===== src/rtl/view_sequencer.sv =====
// view_sequencer: picks the 4-bit view index for the output mux, switching views only on
// v_sync rising edges. Views come from the switches, a debounced "next" button, or auto-cycling.
`default_nettype none

module view_sequencer #(
  parameter logic [15:0] VALID_MASK      = 16'h01FF,
  parameter int          DWELL_FRAMES    = 60,
  parameter int          DEBOUNCE_CYCLES = 16
) (
  input  logic        clk,
  input  logic        rst_n,
  input  logic        v_sync_in,
  input  logic [3:0]  sw_select,
  input  logic        btn_next,
  input  logic        auto_en,
  output logic [3:0]  select,
  output logic        select_changed,
  output logic        auto_active,
  output logic [15:0] frame_cnt
);

  localparam int              DB_W       = $clog2(DEBOUNCE_CYCLES);
  localparam logic [DB_W-1:0] DB_LAST    = DB_W'(DEBOUNCE_CYCLES - 1);
  localparam logic [15:0]     DWELL_LAST = 16'(DWELL_FRAMES - 1);

  typedef enum logic [0:0] {MANUAL = 1'b0, AUTO = 1'b1} state_t;

  state_t          state, state_n;
  logic [3:0]      pending, pending_n, select_n, sw_prev;
  logic [15:0]     dwell, dwell_n;
  logic            changed_n;
  logic            v_q, v_qq, frame_start, sw_change;
  logic            b_q, b_qq, btn_stable, next_press;
  logic [DB_W-1:0] db_cnt;

  // The search wraps all the way round, so a lone valid bit maps to itself.
  function automatic logic [3:0] next_valid(input logic [3:0] x);
    logic [3:0] r;
    logic [3:0] idx;
    logic       found;
    r     = 4'd0;
    found = 1'b0;
    for (int i = 1; i <= 16; i++) begin
      idx = x + 4'(i);
      if (!found && VALID_MASK[idx]) begin
        r     = idx;
        found = 1'b1;
      end
    end
    return r;
  endfunction

  assign frame_start = v_q & ~v_qq;
  assign sw_change   = (sw_select != sw_prev);
  assign auto_active = (state == AUTO);

  always_ff @(posedge clk or negedge rst_n) begin
    if (!rst_n) begin
      v_q        <= 1'b0;
      v_qq       <= 1'b0;
      b_q        <= 1'b0;
      b_qq       <= 1'b0;
      btn_stable <= 1'b0;
      db_cnt     <= '0;
      next_press <= 1'b0;
      sw_prev    <= 4'd0;
      frame_cnt  <= 16'd0;
    end else begin
      v_q        <= v_sync_in;
      v_qq       <= v_q;
      b_q        <= btn_next;
      b_qq       <= b_q;
      sw_prev    <= sw_select;
      next_press <= 1'b0;
      if (frame_start)
        frame_cnt <= frame_cnt + 16'd1;
      // Any bounce back to the stable level restarts the qualification window.
      if (b_qq != btn_stable) begin
        if (db_cnt == DB_LAST) begin
          btn_stable <= b_qq;
          db_cnt     <= '0;
          next_press <= b_qq;
        end else begin
          db_cnt <= db_cnt + 1'b1;
        end
      end else begin
        db_cnt <= '0;
      end
    end
  end

  always_ff @(posedge clk or negedge rst_n) begin
    if (!rst_n) begin
      state          <= MANUAL;
      pending        <= 4'd0;
      select         <= 4'd0;
      dwell          <= 16'd0;
      select_changed <= 1'b0;
    end else begin
      state          <= state_n;
      pending        <= pending_n;
      select         <= select_n;
      dwell          <= dwell_n;
      select_changed <= changed_n;
    end
  end

  always_comb begin
    state_n   = state;
    pending_n = pending;
    select_n  = select;
    dwell_n   = dwell;
    changed_n = 1'b0;
    case (state)
      MANUAL: begin
        if (sw_change) begin
          if (VALID_MASK[sw_select])
            pending_n = sw_select;
        end else if (next_press) begin
          pending_n = next_valid(pending);
        end
        if (frame_start && (pending != select)) begin
          select_n  = pending;
          changed_n = 1'b1;
        end
        if (auto_en) begin
          state_n = AUTO;
          dwell_n = 16'd0;
        end
      end
      AUTO: begin
        if (frame_start) begin
          if (dwell == DWELL_LAST) begin
            dwell_n = 16'd0;
            if (next_valid(select) != select) begin
              select_n  = next_valid(select);
              changed_n = 1'b1;
            end
          end else begin
            dwell_n = dwell + 16'd1;
          end
        end
        // Leaving auto holds whatever view is on screen after this edge.
        if (!auto_en) begin
          state_n   = MANUAL;
          pending_n = select_n;
        end
      end
      default: state_n = MANUAL;
    endcase
  end

endmodule

`default_nettype wire


===== config.mk =====
export PLATFORM = sky130hd
export DESIGN_NAME = view_sequencer
export DESIGN_NICKNAME = d
export VERILOG_FILES = /design/src/rtl/view_sequencer.sv
export SDC_FILE = /design/constraint.sdc
export NUM_CORES = 1
export LEC_CHECK = 0
export CAP_MARGIN = 20
export CORE_MARGIN = 3
export CORE_UTILIZATION = 65
export CTS_CLUSTER_DIAMETER = 50
export DETAILED_ROUTE_END_ITERATION = 16
export PLACE_DENSITY = 0.87
export SYNTH_ARGS = -nofsm -noshare
export SYNTH_HDL_FRONTEND = slang
export SYNTH_SLANG_ARGS = --single-unit
export TNS_END_PERCENT = 5

===== constraint.sdc =====
create_clock -name clk -period 7.5 [get_ports clk]
set_input_delay 1.5 -clock clk [delete_from_list [all_inputs] [get_ports clk]]
set_output_delay 1.5 -clock clk [all_outputs]
set_load 0.1 [all_outputs]

# Word-level counts from Yosys, hierarchy flattened
# Memory sizes are Yosys's and may differ from the RTL's.
# Index checks and enable logic that the tools add are counted.
dict set report totals {
  output_inout_bits 22
  input_bits 9
  mem_count 33
  wordCells 524
  romBits 528
  ff_bits 56
}
dict set report classes {
  mux 301
  reduce_logical 94
  n_bitwise 3
  add_sub_neg 33
  n_lt_le_gt_ge 33
  eq_ne 13
}
# name depth width rd rd_clocked_by_memory_dff wr line
set memory_table {}
lappend memory_table {{(no name shown)} 16 1 1 0 0 45} ;# if (!found && VALID_MASK[idx]) begin
lappend memory_table {{(no name shown)} 16 1 1 0 0 45}
lappend memory_table {{(no name shown)} 16 1 1 0 0 45}
lappend memory_table {{(no name shown)} 16 1 1 0 0 45}
lappend memory_table {{(no name shown)} 16 1 1 0 0 45}
lappend memory_table {{(no name shown)} 16 1 1 0 0 45}
lappend memory_table {{+27 memories} n/a n/a n/a n/a n/a n/a}
# cell n
set ops {}
lappend ops {{two-way mux 4 bit} 60}
lappend ops {{two-way mux 1 bit} 234}
lappend ops {{less-than comparator 4 x 5 -> 1 bit (second input constant)} 33}
lappend ops {{adder 4 bit (second input constant)} 16}
lappend ops {{two-way mux 16 bit} 3}
lappend ops {{logical AND 1 bit} 46}
lappend ops {{logical NOT 1 bit} 45}
lappend ops {{adder 16 x 1 -> 16 bit (second input constant)} 2}
lappend ops {{adder 4 x 3 -> 4 bit (second input constant)} 8}
lappend ops {{one-hot mux 16 bit (2 select lines)} 1}
lappend ops {{adder 4 x 2 -> 4 bit (second input constant)} 4}
lappend ops {{== test 16 x 6 -> 1 bit (second input constant)} 1}
lappend ops {{one-hot mux 4 bit (2 select lines)} 2}
lappend ops {{adder 4 x 1 -> 4 bit (second input constant)} 3}
lappend ops {{inequality test 4 bit} 3}
lappend ops {{inequality test 3 bit (second input constant)} 3}
lappend ops {{inequality test 2 bit (second input constant)} 3}
lappend ops {{== test 4 bit (second input constant)} 1}
lappend ops {{AND reduction 2 bit} 2}
lappend ops {{AND reduction 4 bit} 1}
lappend ops {{inequality test 2 x 1 -> 1 bit (second input constant)} 1}
lappend ops {{inverter 1 bit} 2}
lappend ops {{one-hot mux 1 bit (2 select lines)} 1}
lappend ops {{AND 1 bit} 1}
lappend ops {{inequality test 1 bit} 1}

# Logic depth before layout (Yosys ltp)
# Gate-level depths: netlist of run 1.
dict set report logic_depth {
  ltp_word 208
  ltp_mapped 11
  depth_no_buf 9
}

# Least setup slack after synthesis of run 1
# Ideal clock, no wire load.
dict set report synth_path {
  kind {reg-to-reg}
  from {register select[1]}
  to {register select_changed}
  setup_slack_ns 3.774
  stages_incl_launch_ff 11
  n_path_buf 1
  arrival_time_ns 3.598
  required_ns 7.372
  setup_time_ns 0.128
  path_cell_list {dfrtp_1 clkbuf_1 inv_1 ha_1 a21oi_2 a21oi_2 or4_4 or4b_1 o211ai_2 xnor2_1 o211ai_2}
}
dict set report synth_via {
  elab_chain_cells 102
}
# item line
set synth_rtl {}
lappend synth_rtl {{start, declared} 16} ;# output logic [3:0] select,
lappend synth_rtl {{start signal, assigned} 102} ;# select <= select_n;
lappend synth_rtl {{adder 4 x 1 -> 4 bit} 44} ;# idx = x + 4'(i);
lappend synth_rtl {{memory (16 x 1 bit)} n/a}
lappend synth_rtl {{two-way mux 1 bit} n/a}
lappend synth_rtl {{two-way mux 1 bit} 45}
lappend synth_rtl {{two-way mux 1 bit} 133} ;# if (dwell == DWELL_LAST) begin
lappend synth_rtl {{two-way mux 1 bit} 132} ;# if (frame_start) begin
lappend synth_rtl {{two-way mux 1 bit} 114} ;# case (state)
lappend synth_rtl {{logical NOT 1 bit} 45}
lappend synth_rtl {{(+87 left out)} n/a}
lappend synth_rtl {{two-way mux 4 bit} 132}
lappend synth_rtl {{two-way mux 4 bit} 114}
lappend synth_rtl {{inequality test 4 bit} 135} ;# if (next_valid(select) != select) begin
lappend synth_rtl {{two-way mux 1 bit} 135}
lappend synth_rtl {{two-way mux 1 bit} 133}
lappend synth_rtl {{two-way mux 1 bit} 132}
lappend synth_rtl {{one-hot mux 1 bit (2 select lines) *} 114}
lappend synth_rtl {{via changed_n} 31} ;# logic changed_n;
lappend synth_rtl {{end signal, assigned} 104} ;# select_changed <= changed_n;
lappend synth_rtl {{end, declared} 17} ;# output logic select_changed,
# Mark *: on every way through the listed nets, which the timed path passes. The rest lies on a longest branch. The select of a mux whose other input is x is not followed.
# A chain may end at the register's enable or synchronous reset.

# Final worst setup path of run 1
dict set report layout_path {
  from {register state (netlist: auto_active)}
  to {output auto_active}
}
# item line
set layout_lines {}
lappend layout_lines {{start, declared} 28} ;# state_t state, state_n;
lappend layout_lines {{start signal, assigned} 100} ;# state <= state_n;
lappend layout_lines {{end, declared} 18} ;# output logic auto_active,
# No word-level cell between the ends.

==> qor.yml, run 1 <==
outcome: "complete, no violations"
top_usage_layer: "met2"
core_sq_mm: 0.00646
synth_edf_count: 0
grt-ovfl-total: 0
rrSetupSlack_ns: 3.97
required_ns: 6.00
final_cell_mix: "dfrtp_1, o21ai_0, nor2_1, nand2_1, clkdlybuf4s50_1"
grt_max_degree: 57
synthAdderAreaFrac_pct: 7.69
portBuffers: 30
min_path_type: "reg -> reg"
cts.sinks: 56
cts_resized: 0
start_util_pct: 68.0
wire_per_inst_um: 17.1
routed-via-count: 4098
totalWireLength_um: 10400
grt_pass1_vias: 3808
dr.pass1.iters: 5
cts_tree: "yes"
muxShareOfSynthArea_pct: 1.68
h-tree-depth: 2
hp-start: "b_q"
cp_max_fo: 28
drt_iter0_drc: 306
grt_usage_pct: 28.1
die-area_sq_mm: 0.00778
max_freq_mhz: 250
syn-instance-count: 515
met3_usage_pct: 4.19
startpoint_type: "flop"
tns_ns: 0
crit_family: "buffers and inverters"
hold_violations: 0
via_per_inst: 6.73
slowest_delay_ns: 1.27
antenna_found_initial: 0
clockRootBuffer: "clkbuf_8"
crit_chain: "clkdlybuf4s50_1"
finalSetupViolCount: 0
final_cell_area_sq_mm: 0.00480
die_w_um: 88.2
synth-xor-area-share_pct: 7.78
syn_nets: 551
maxCapViolations: 0
final_common_cell: "dfrtp_1"
path_class: "reg -> out"
post_cts_buffers: 0
fin_worst_skew_ns: 0.0194
ant_nets: 0
p_leak_nw: 2.05
synthSimpleGateAreaFrac_pct: 21.6
synth_top_family_by_area: "compound AO/OA/AOI/OAI gates"
multiInputGateArea_sq_mm: 0.00283
cp.arrival_ns: 2.50
final_max_slew_viol_count: 0
drcViolationCount: 0
rows: 29
clock_path_buffers: 2
nets: 567
antennaDiodeCount: 0
synth_cell_type_count: 77
syn-cell-area_sq_mm: 0.00439
slew_headroom_pct: 34.5
crit_path_end_kind: "output port"
ctsHoldBuffers: 0
hpwl_um: 7450
synth_compound_area_share_pct: 25.6
min_period_over_period_pct: 53.3
yosysSeqAreaShare_pct: 31.9
syn_to_final_growth_pct: 9.23
fillers: 491
power_density_mw_per_mm2: 273
synth-async-reset-ratio_pct: 100
grt_pass1_wl_um: 17700
insertion_delay_ns: 0.33
final_core_util_pct: 74.3
pin_count: 31
clk_pin_slew_ns: 0.12
drive_above_1_share_pct: 6.39
place.gp.congestion: 0.975
ir_worst_vdd_mv: 0.221
finalPower_mw: 1.31
synthFlopType: "dfrtp_1"
synth_seq_cells: 56
critPathBufInv: 1
cts_buffers: 5
die_y_um: 88.2
dpl-instance-area_sq_mm: 0.00470
synth_area_per_cell_sq_um: 8.53
r2r-start: "select[1]"
startpoint: "auto_active"
yosys_warnings: 0
tightest_slew_ns: 0.979
seqCellArea_sq_mm: 0.00140
grt_setup_unrepaired: "no"
grtUsageMet1_pct: 38.7
post-route-min-period_ns: 4.00
gr-usage-met2_pct: 46.4
slowest_stage: "clkdlybuf4s50_1"
==> registers in the layout, summed over array words and instances, names as in the netlist <==
signal,cells
pending,4
b_q,1
select_changed,1
sw_prev,4
select,4
btn_stable,1
frame_cnt,16
auto_active,1
b_qq,1
db_cnt,4
v_qq,1
next_press,1
v_q,1
dwell,16
==> layout make-up <==
class / instances / area share, %
inverters: 17 / 1.33
clock buffers: 5 / 1.43
flip-flops and latches: 56 / 29.2
repair buffers: 33 / 6.62
clock inverters: 3 / 0.469
well taps: 77 / 2.01
multi-input cells: 418 / 58.9
==> per-layer routing <==
| metal | routed length, um | vias to the layer above |
|---|---|---|
| li1 | - | 1930 |
| met1 | 4540 | 1993 |
| met2 | 5130 | 156 |
| met3 | 561 | 19 |
| met4 | 186 | 0 |
| met5 | 0 | - |
==> power breakdown <==
| group | switching, mW | internal, mW |
|---|---|---|
| registers | 0.0695 | 0.330 |
| logic | 0.483 | 0.254 |
| clock network | 0.105 | 0.0672 |
| total | 0.658 | 0.651 |
==> cell families after synthesis <==
| group | count (synthesis) |
|---|---|
| buffers and inverters | 41 |
| XOR/XNOR | 39 |
| AO/OA/AOI/OAI | 163 |
| multiplexers | 7 |
| flip-flops | 56 |
| adder cells (fa/ha/maj) | 27 |
| AND/OR/NAND/NOR | 182 |
==> synthesized netlist by cell type (all sizes together), types with 4 or more instances <==
| cell | number | share of area (%) |
|---|---|---|
| o21ai | 48 | 5.5 |
| a31oi | 9 | 1.3 |
| a21boi | 11 | 1.9 |
| a211oi | 9 | 1.7 |
| nor3b | 4 | 0.68 |
| nand2b | 7 | 1.0 |
| dfrtp | 56 | 32 |
| a211o | 5 | 1.0 |
| nand3 | 17 | 1.9 |
| mux2i | 4 | 0.91 |
| nand4 | 13 | 1.9 |
| xor2 | 12 | 2.4 |
| nor2b | 9 | 1.3 |
| a21o | 5 | 0.85 |
| and2 | 5 | 0.71 |
| a21oi | 26 | 3.1 |
| xnor2 | 27 | 5.4 |
| or3 | 5 | 0.71 |
| buf | 11 | 1.2 |
| o31ai | 6 | 1.0 |
| ha | 27 | 7.7 |
| inv | 17 | 1.5 |
| nor3 | 10 | 1.1 |
| clkbuf | 13 | 1.1 |
| o211ai | 7 | 1.4 |
| nor2 | 42 | 3.6 |
| nand2 | 40 | 3.5 |
| and3 | 11 | 1.6 |
==> final timing paths <==
kind                             endpoint  cells past startpoint
setup / recovery              auto_active                      1
hold / removal                       b_qq                      0
setup reg to reg               pending[0]                      9
hold reg to reg                      b_qq                      0
max in group asynchronous  select_changed                      2
min in group asynchronous      sw_prev[2]                      2
==> metrics by stage <==
stage	cells	hold slack, ns	worst slack (ns)
after floorplan	515	0.331	3.77
after global placement	600	0.334	3.84
after detailed placement	600	0.341	3.72
after CTS	608	0.363	3.52
after global routing	609	0.366	3.40
final	609	0.361	3.50
No activity file was read; power rests on OpenSTA's default activity.
==> inputs of run 2 (changes only) <==
- CORE_UTILIZATION: 65 -> 60
- PLACE_DENSITY: 0.87 -> 0.81
- clock period: 7.5 -> 3.7 ns (I/O delays scaled with it)
==> run 2 against run 1 <==
  * Global-route usage is 2.6 points lower
  * Routed wire length is essentially flat
  * Critical path depth is 8 higher
  * Sequential cell count unchanged
  * Total power is 110% higher
  * Via count shrank 2.0%
  * First-iteration DRC count shrank 29%
  * Final area increased by 2.7%
  * Die area increased by 7.8%
  * Clock-buffer cell count increased by 1
==> qor.yml, run 2 (same netlist as run 1, synthesis figures left out) <==
outcome: "complete, no violations"
maxCapViolations: 0  # unchanged
grt_pass1_wl_um: 18000  # +1.7%
place.gp.congestion: 0.932  # -4.5%
dr.pass1.iters: 4  # -1
totalWireLength_um: 10400  # about the same
syn_to_final_growth_pct: 12.2
fillers: 566  # +15%
post-place-ws_ns: 0.529  # -3.19 ns
clk_pin_slew_ns: 0.10  # -0.02 ns
rrSetupSlack_ns: 0.45  # -3.52 ns
cp.arrival_ns: 3.47  # +0.97 ns
nets: 575  # +1.4%
final_cell_mix: "dfrtp_1, o21ai_0, nor2_1, nand2_1"
finalSetupViolCount: 0  # unchanged
antennaDiodeCount: 0  # unchanged
die_w_um: 91.6  # +3.8%
dp_cells: 627  # +4.5%
die_y_um: 91.6  # +3.8%
largestRegisters: "dwell: 16 flops, frame_cnt: 16 flops"
slowest_stage: "dfrtp_2"
drt_iter0_drc: 216  # -29%
fin_worst_skew_ns: 0.00980  # -0.00960 ns
max_freq_mhz: 308
final_max_slew_viol_count: 0  # unchanged
pin_count: 31  # unchanged
path_class: "reg -> reg"
whs_ns: 0.243  # -0.118 ns
final_common_cell: "dfrtp_1"
setup_ws_ns: 0.451  # -3.05 ns
tns_ns: 0  # unchanged
cp_max_fo: 13  # -54%
insertion_delay_ns: 0.30  # -0.03 ns
antenna_found_initial: 0  # unchanged
slowest_delay_ns: 0.52  # -0.75 ns
crit_family: "compound AO/OA/AOI/OAI gates"
die-area_sq_mm: 0.00838  # +7.8%
final_cells: 636  # +4.4%
drcViolationCount: 0  # unchanged
post_cts_buffers: 0  # unchanged
core_sq_mm: 0.00694  # +7.5%
ir_worst_vdd_mv: 0.626  # +180%
start_util_pct: 63.3  # -4.8 points
ctsHoldBuffers: 0  # unchanged
h-tree-depth: 2  # unchanged
min_period_over_period_pct: 87.8
rows: 30  # +3.4%
ant_nets: 0  # unchanged
cts_resized: 0  # unchanged
startpoint_type: "flop"
grt_usage_pct: 25.5  # -2.6 points
grt-ovfl-total: 0  # unchanged
clockRootBuffer: "clkbuf_8"
tightest_slew_ns: 0.983  # +0.00322 ns
crit_path_end_kind: "flop"
required_ns: 3.92  # -2.08 ns
grt_max_degree: 46  # -19%
critPathBufInv: 1  # unchanged
crit_chain: "inv_1 -> ha_1 -> nand2b_1 -> a32oi_1 -> or4_4 -> o311a_1 -> a211oi_1 -> o31ai_1 -> a41oi_1"
via_per_inst: 6.31  # -6.2%
cts_buffers: 5  # unchanged
routed-via-count: 4014  # -2.0%
cts.sinks: 56  # unchanged
hpwl_um: 7730  # +3.7%
portBuffers: 30  # unchanged
post-route-min-period_ns: 3.25
min_path_type: "in -> async"
clock_path_buffers: 2  # unchanged
p_leak_nw: 2.11  # +3.0%
cts_tree: "yes"
wire_per_inst_um: 16.4  # -4.3%
slew_headroom_pct: 34.3  # -0.22 points
power_density_mw_per_mm2: 567  # +110%
drive_above_1_share_pct: 8.52  # +2.1 points
grt_setup_unrepaired: "no"
grt_pass1_vias: 3768  # -1.1%
final_core_util_pct: 71.0  # -3.3 points
hold_violations: 0  # unchanged
## run 2: changes by cell type in the layout (fill, tap and decap cells not counted), sizes merged
cell	previous run	this run
bufinv	0	2
clkdlybuf4s50	29	25
clkinv	2	0
buf	4	16
clkbuf	5	6
inv	18	17
## run 2: power by group
group / internal, mW / switching, mW
logic: 0.531 / 1.02
registers: 0.672 / 0.116
clock network: 0.270 / 0.188
total: 1.47 / 1.32
## run 2: worst register-to-register path, stage by stage (launching register included)
cell and delay, ns:
dfrtp_2 0.52, inv_1 0.35, ha_1 0.39, nand2b_1 0.17, a32oi_1 0.19, or4_4 0.49
o311a_1 0.40, a211oi_1 0.27, o31ai_1 0.14, a41oi_1 0.24
## run 2: worst paths after layout
check,cells after the start,to,startpoint
setup reg to reg,9,pending[1],select[1]
hold / removal,1,frame_cnt[15],rst_n
max in group asynchronous,3,dwell[11],rst_n
hold reg to reg,0,b_qq,b_q
min in group clk,0,b_qq,b_q
setup / recovery,9,pending[1],select[1]
## run 2: final cells by class
cell class | count | area [sq um] | area share [%]
flip-flops and latches | 56 | 1400 | 28.5
well taps | 96 | 120 | 2.44
repair buffers | 41 | 380 | 7.72
multi-input cells | 418 | 2830 | 57.4
clock buffers | 6 | 72.6 | 1.47
inverters | 17 | 63.8 | 1.30
clock inverters | 2 | 60.1 | 1.22
## run 2: through the flow
stage	instance area, sq um	power [mW]
CTS	4910	2.78
global route	4930	2.97
global placement	4770	2.31
detailed placement	4770	2.32
finish	4930	2.80
floorplan	4390	1.96
## run 2: layer usage
metal	wire length, um	vias to the layer above	track usage, %
met2	5000	129	41.1
li1	-	1950	-
met3	531	14	3.40
met1	4760	1921	36.0
met5	0	-	0
met4	118	0	6.91
